`src/rtl/edge_event_counter_if.sv`:
```
// edge_event_counter_if: valid/ready handshake carrying the counter snapshot
interface edge_event_counter_if #(parameter int CNT_W = 8);
    logic             cnt_vld;
    logic             cnt_rdy;
    logic [CNT_W-1:0] cnt_data;
    modport master (output cnt_vld, cnt_data, input cnt_rdy);
    modport slave (input cnt_vld, cnt_data, output cnt_rdy);
endinterface

```
`src/rtl/edge_event_counter.sv`:
```
// edge_event_counter: glitch-filtered level with edge pulses, saturating rise counter and snapshot handshake
module edge_event_counter #(
    parameter int FILT  = 3,
    parameter int CNT_W = 8
) (
    input  logic clk,
    input  logic rst,
    input  logic din,
    input  logic en,
    input  logic snap,
    output logic level,
    output logic rise,
    output logic fall,
    output logic ovf,
    edge_event_counter_if.master bus
);
    localparam logic [0:0] IDLE = 1'b0;
    localparam logic [0:0] HOLD = 1'b1;
    logic [3:0]       stab;
    logic [0:0]       state;
    logic [CNT_W-1:0] cnt;
    logic [CNT_W-1:0] cnt_nxt;
    logic             flip;
    logic             inc;
    logic             sat;
    always_comb begin
        flip    = (din != level) && (stab + 4'd1 == 4'(FILT));
        inc     = rise & en;
        sat     = &cnt;
        cnt_nxt = (inc && !sat) ? cnt + 1'b1 : cnt;
    end
    assign bus.cnt_vld = (state == HOLD);
    always_ff @(posedge clk) begin
        if (rst) begin
            level        <= 1'b0;
            rise         <= 1'b0;
            fall         <= 1'b0;
            stab         <= 4'd0;
            cnt          <= '0;
            ovf          <= 1'b0;
            state        <= IDLE;
            bus.cnt_data <= '0;
        end else begin
            rise  <= flip & ~level;
            fall  <= flip & level;
            level <= level ^ flip;
            stab  <= (din == level || flip) ? 4'd0 : stab + 4'd1;
            // snapshot captures this cycle's increment, so the edge is never lost
            if (state == IDLE && snap) begin
                bus.cnt_data <= cnt_nxt;
                cnt          <= '0;
                ovf          <= 1'b0;
                state        <= HOLD;
            end else begin
                cnt <= cnt_nxt;
                ovf <= ovf | (inc & sat);
                if (state == HOLD && bus.cnt_rdy) state <= IDLE;
            end
        end
    end
endmodule

```
`src/flat_wrapper.sv`:
```
// flat-port wrapper written by rule: the top's interface ports become plain ports
module edge_event_counter_flat 
#(
    parameter int FILT  = 3,
    parameter int CNT_W = 8
)
  (clk, rst, din, en, snap, level, rise, fall, ovf, bus_cnt_vld, bus_cnt_data, bus_cnt_rdy);
  edge_event_counter_if #(.CNT_W(CNT_W)) bus_i ();
  input  logic clk;
  input  logic rst;
  input  logic din;
  input  logic en;
  input  logic snap;
  output logic level;
  output logic rise;
  output logic fall;
  output logic ovf;
  output wire logic [$bits(bus_i.cnt_vld)-1:0] bus_cnt_vld;
  output wire logic [$bits(bus_i.cnt_data)-1:0] bus_cnt_data;
  input wire logic [$bits(bus_i.cnt_rdy)-1:0] bus_cnt_rdy;
  assign bus_cnt_vld = bus_i.cnt_vld;
  assign bus_cnt_data = bus_i.cnt_data;
  assign bus_i.cnt_rdy = bus_cnt_rdy;
  edge_event_counter #(.FILT(FILT), .CNT_W(CNT_W)) u_core (.clk(clk), .rst(rst), .din(din), .en(en), .snap(snap), .level(level), .rise(rise), .fall(fall), .ovf(ovf), .bus(bus_i));
endmodule
```
`config.mk`:
```
export PLATFORM = sky130hd
export DESIGN_NAME = edge_event_counter_flat
export DESIGN_NICKNAME = d
export VERILOG_FILES = /design/src/rtl/edge_event_counter_if.sv /design/src/rtl/edge_event_counter.sv /design/src/flat_wrapper.sv
export SDC_FILE = /design/constraint.sdc
export NUM_CORES = 1
export LEC_CHECK = 0
export CAP_MARGIN = 20
export CORE_MARGIN = 2
export CORE_UTILIZATION = 50
export DETAILED_ROUTE_END_ITERATION = 12
export PLACE_DENSITY = 0.74
export SYNTH_ARGS = -nofsm -noshare
export SYNTH_HDL_FRONTEND = slang
export SYNTH_SLANG_ARGS = --single-unit
```
`constraint.sdc`:
```
create_clock -name clk -period 1.7 [get_ports clk]
set_input_delay 0.34 -clock clk [delete_from_list [all_inputs] [get_ports clk]]
set_output_delay 0.34 -clock clk [all_outputs]
set_load 0.01 [all_outputs]
```
==> summary.md <==
| Metric | Value |
|---|---|
| Detail Route Antenna Nets | 0 |
| Number of global-route vias before repair | 906 |
| Placed insts | 164 |
| Post-synthesis sequential area ratio | 46.9% |
| Die Y | 50.2 um |
| Post-CTS Setup Bufs | 0 |
| Maximum single-stage delay on the critical path | 570 ps |
| Worst skew pair latency | 300 ps |
| 1st-iter DRT viols | 8 |
| Worst EP required | 1360 ps |
| Post-synth top flop | dfxtp_1 |
| DRT Pass-1 Iters | 4 |
| Layout net count | 151 |
| Worst-path maximum fanout | 5 |
| CP endpoint kind | output pin |
| Syn Nets | 126 |
| Max Clock Skew | 1.11 ps |
| ANT cells | 0 |
| Clock sinks | 25 |
| DP Wirelength | 1.60 mm |
| Initial core utilization | 53.8% |
| Yosys Warn Count | 0 |
| Routed wire per std cell | between 10 and 15 um |
| Root buf cell | clkbuf_4 |
| Synthesis-to-finish area growth | 25.6% |
| Die ar. | 2520 sq um |
| Vias per inst | approximately 5.3 |
| RSZ-0062 raised after global routing | false |
| Drt drc | 0 |
| First-pass GRT wire length | 3.60 mm |
| Mean Syn Cell Area | ~9 sq um |
| Post-synth cell types | 31 |
| Buf+Inv Stages, Crit Path | 1 |
| Post-synth ARST share | 0% |
| Final worst path period need | 1630 ps |
| Synth area leaders | dfxtp_1 47%, nand2_1 4.6%, nor2_1 4.6%, ha_1 3.5%, nand2b_1 3.5% |
| Max Fclk | 612 MHz |
| H-Tree Level Count | 1 |
| WL final | 2.01 mm |
| Pin count of the biggest net entering global routing | 14 |
| Synth area leader | dfxtp_1 |
| Layout Cells excl Fill | 168 |
| Synth Cell Area | 1070 sq um |
| Clock-pin transition on the worst setup and hold timing paths | 120 ps |
| EDFF count, synth | 0 |
| CP max-delay cell | clkdlybuf4s50_1 |
| Crit-path cells | clkdlybuf4s50_1 |
| IO Pins | 19 |
| Top delay family on crit path | buffers and inverters |
| Total CTS buffers | 3 |
| Pleak | approximately 0.44 nW |
| Initial antenna violation count | 0 |
| Final setup fails | 0 |
| Slew @ Worst Pin | between 600 and 700 ps |
| Setup WS pre-CTS | -49.5 ps |
| Post-Route Setup TNS | 0 ps |
| CP Data Arrival Time | 1290 ps |
| CTS tree | built |
| Die span in x | 50.2 um |
| Worst hold-check path type | flip-flop to flip-flop |
| Slew HR | 54.1% |
| Outcome | finished clean |
| Mapped Cells | 117 |
| Max Slew Vio Count | 0 |
| Filler cell count | roughly 170 |
| Final Hold Fails | 0 |
| Peak supply drop | 0.534 mV |
| Routed vias | 889 |
| Tcrit/Tclk final | a little over nine tenths |
| Seq cells post-synth | 25 |
| Grt ovf | 0 |
| Site Rows | 16 |
| Layout cells sized above 1 | 10.6% |
| Yosys top cell area share | 46.9% |
| RD Place Congestion | 0.823 |
| Worst Setup Start Kind | flip-flop |
| IO Port Bufs | 18 |
| Max Root-Sink Buffers | 2 |
| Max-cap violation count | 0 |
| Final setup margin | 65.4 ps |
| Std-Cell Core Area | 1980 sq um |
| WS Path Type | flip-flop to output pin |
| Pwr dens | 679 nW/um^2 |
| Total global routing track utilization | between 10% and 20% |
[path summary, 6_finish.rpt]
| check | depth (start not counted) | slack, ps | startpoint | to |
|---|---|---|---|---|
| worst max-delay path | 1 | 70 | flip-flop | level |
| worst min-delay path | 2 | 460 | u_core.bus.cnt_data[7] | u_core.bus.cnt_data[7] |
| worst max register to register | 5 | 180 | u_core.cnt[1] | u_core.cnt[6] |
| worst min register to register | 2 | 460 | u_core.bus.cnt_data[7] | u_core.bus.cnt_data[7] |
[where the power goes]
group / internal (mW) / total, mW / switching, mW
logic: 0.0329 / 0.0649 / 0.0320
clock network: 0.0914 / 0.247 / 0.155
registers: 0.592 / 0.598 / 0.00589
[cell families (layout without fill, tap and decap cells)]
logic type	count (synthesis)	in the layout	synth area share, %
AOI/OAI and AO/OA	20	20	13.3
xor gates and xnor gates	6	6	4.93
adders and majority gates	3	3	3.52
buffers and inverters	6	30	2.82
DFF	25	25	46.9
muxes	3	3	2.82
and+or+nand+nor	54	54	25.7
[layout by cell type (no fill, tap or decap), types with 2 or more instances in the layout]
master           instances
nor2_1                  13
and4bb_2                 2
nand3_1                  6
nor3_1                   6
a21oi_1                  5
buf_4                    5
xnor2_1                  4
o21ai_1                  7
ha_1                     2
xor2_1                   2
clkbuf_4                 3
dfxtp_1                 25
nand2b_1                 6
clkdlybuf4s50_1         18
mux2i_1                  3
nand2_1                 13
and2_1                   2
inv_1                    3
[flip-flops by register name, indices dropped and copies added, names as in the netlist, named ones only]
name,cells
u_core.bus.cnt_data,8
u_core.cnt,8
u_core.stab,4
u_core.bus.cnt_vld,1
u_core.fall,1
u_core.ovf,1
u_core.rise,1
[per-stage QoR]
step / total power [mW] / util [%] / area, sq um / hold slack, ps
6_report: 0.909 / 67.6 / 1340 / 461
5_1_grt: 0.956 / 67.6 / 1340 / 491
4_1_cts: 0.923 / 66.9 / 1330 / 464
3_5_place_dp: 0.675 / 65.5 / 1300 / 446
3_3_place_gp: 0.673 / 65.5 / 1300 / 442
2_1_floorplan: 0.644 / - / 1070 / 466
[worst register-to-register path: stages (launching register included)]
cell and delay [ps]:
dfxtp_1 410, ha_2 260, nand3_1 140, or4_1 410, o21ai_1 130, nor2_1 70
[synthesized netlist by cell type (all sizes together), types with 2 or more instances]
master and n:
and4bb 2, inv 3, ha 3, nor2 13, nor3 6, xnor2 4, nand2 14, and2 2
mux2i 3, a21oi 5, nand2b 6, o21ai 8, dfxtp 25, nand3 6, a211oi 2, xor2 2
clkbuf 2
[repair_timing]
| item | CTS | global route |
|---|---|---|
| resized for setup | 0 | 2 |
| hold buffers | 0 | 0 |
| endpoints found under the setup margin | 0 | 5 |
[area by class of cell]
cell class / instances / area, sq um / share of cell area (%)
clock buffers: 4 / 26.3 / 1.96
inverters: 3 / 11.3 / 0.841
multi-input cells: 86 / 549 / 41.0
flip-flops and latches: 25 / 500 / 37.4
well taps: 27 / 33.8 / 2.52
repair buffers: 23 / 218 / 16.3
[routing by layer]
metal	up-vias	GRT usage [%]	share of wire, %
met2	14	35.5	53
met4	0	6.94	0.60
met5	-	0	0
met3	2	2.98	3.1
li1	457	-	-
met1	416	20.8	43
No activity file was read; power rests on OpenSTA's default activity.
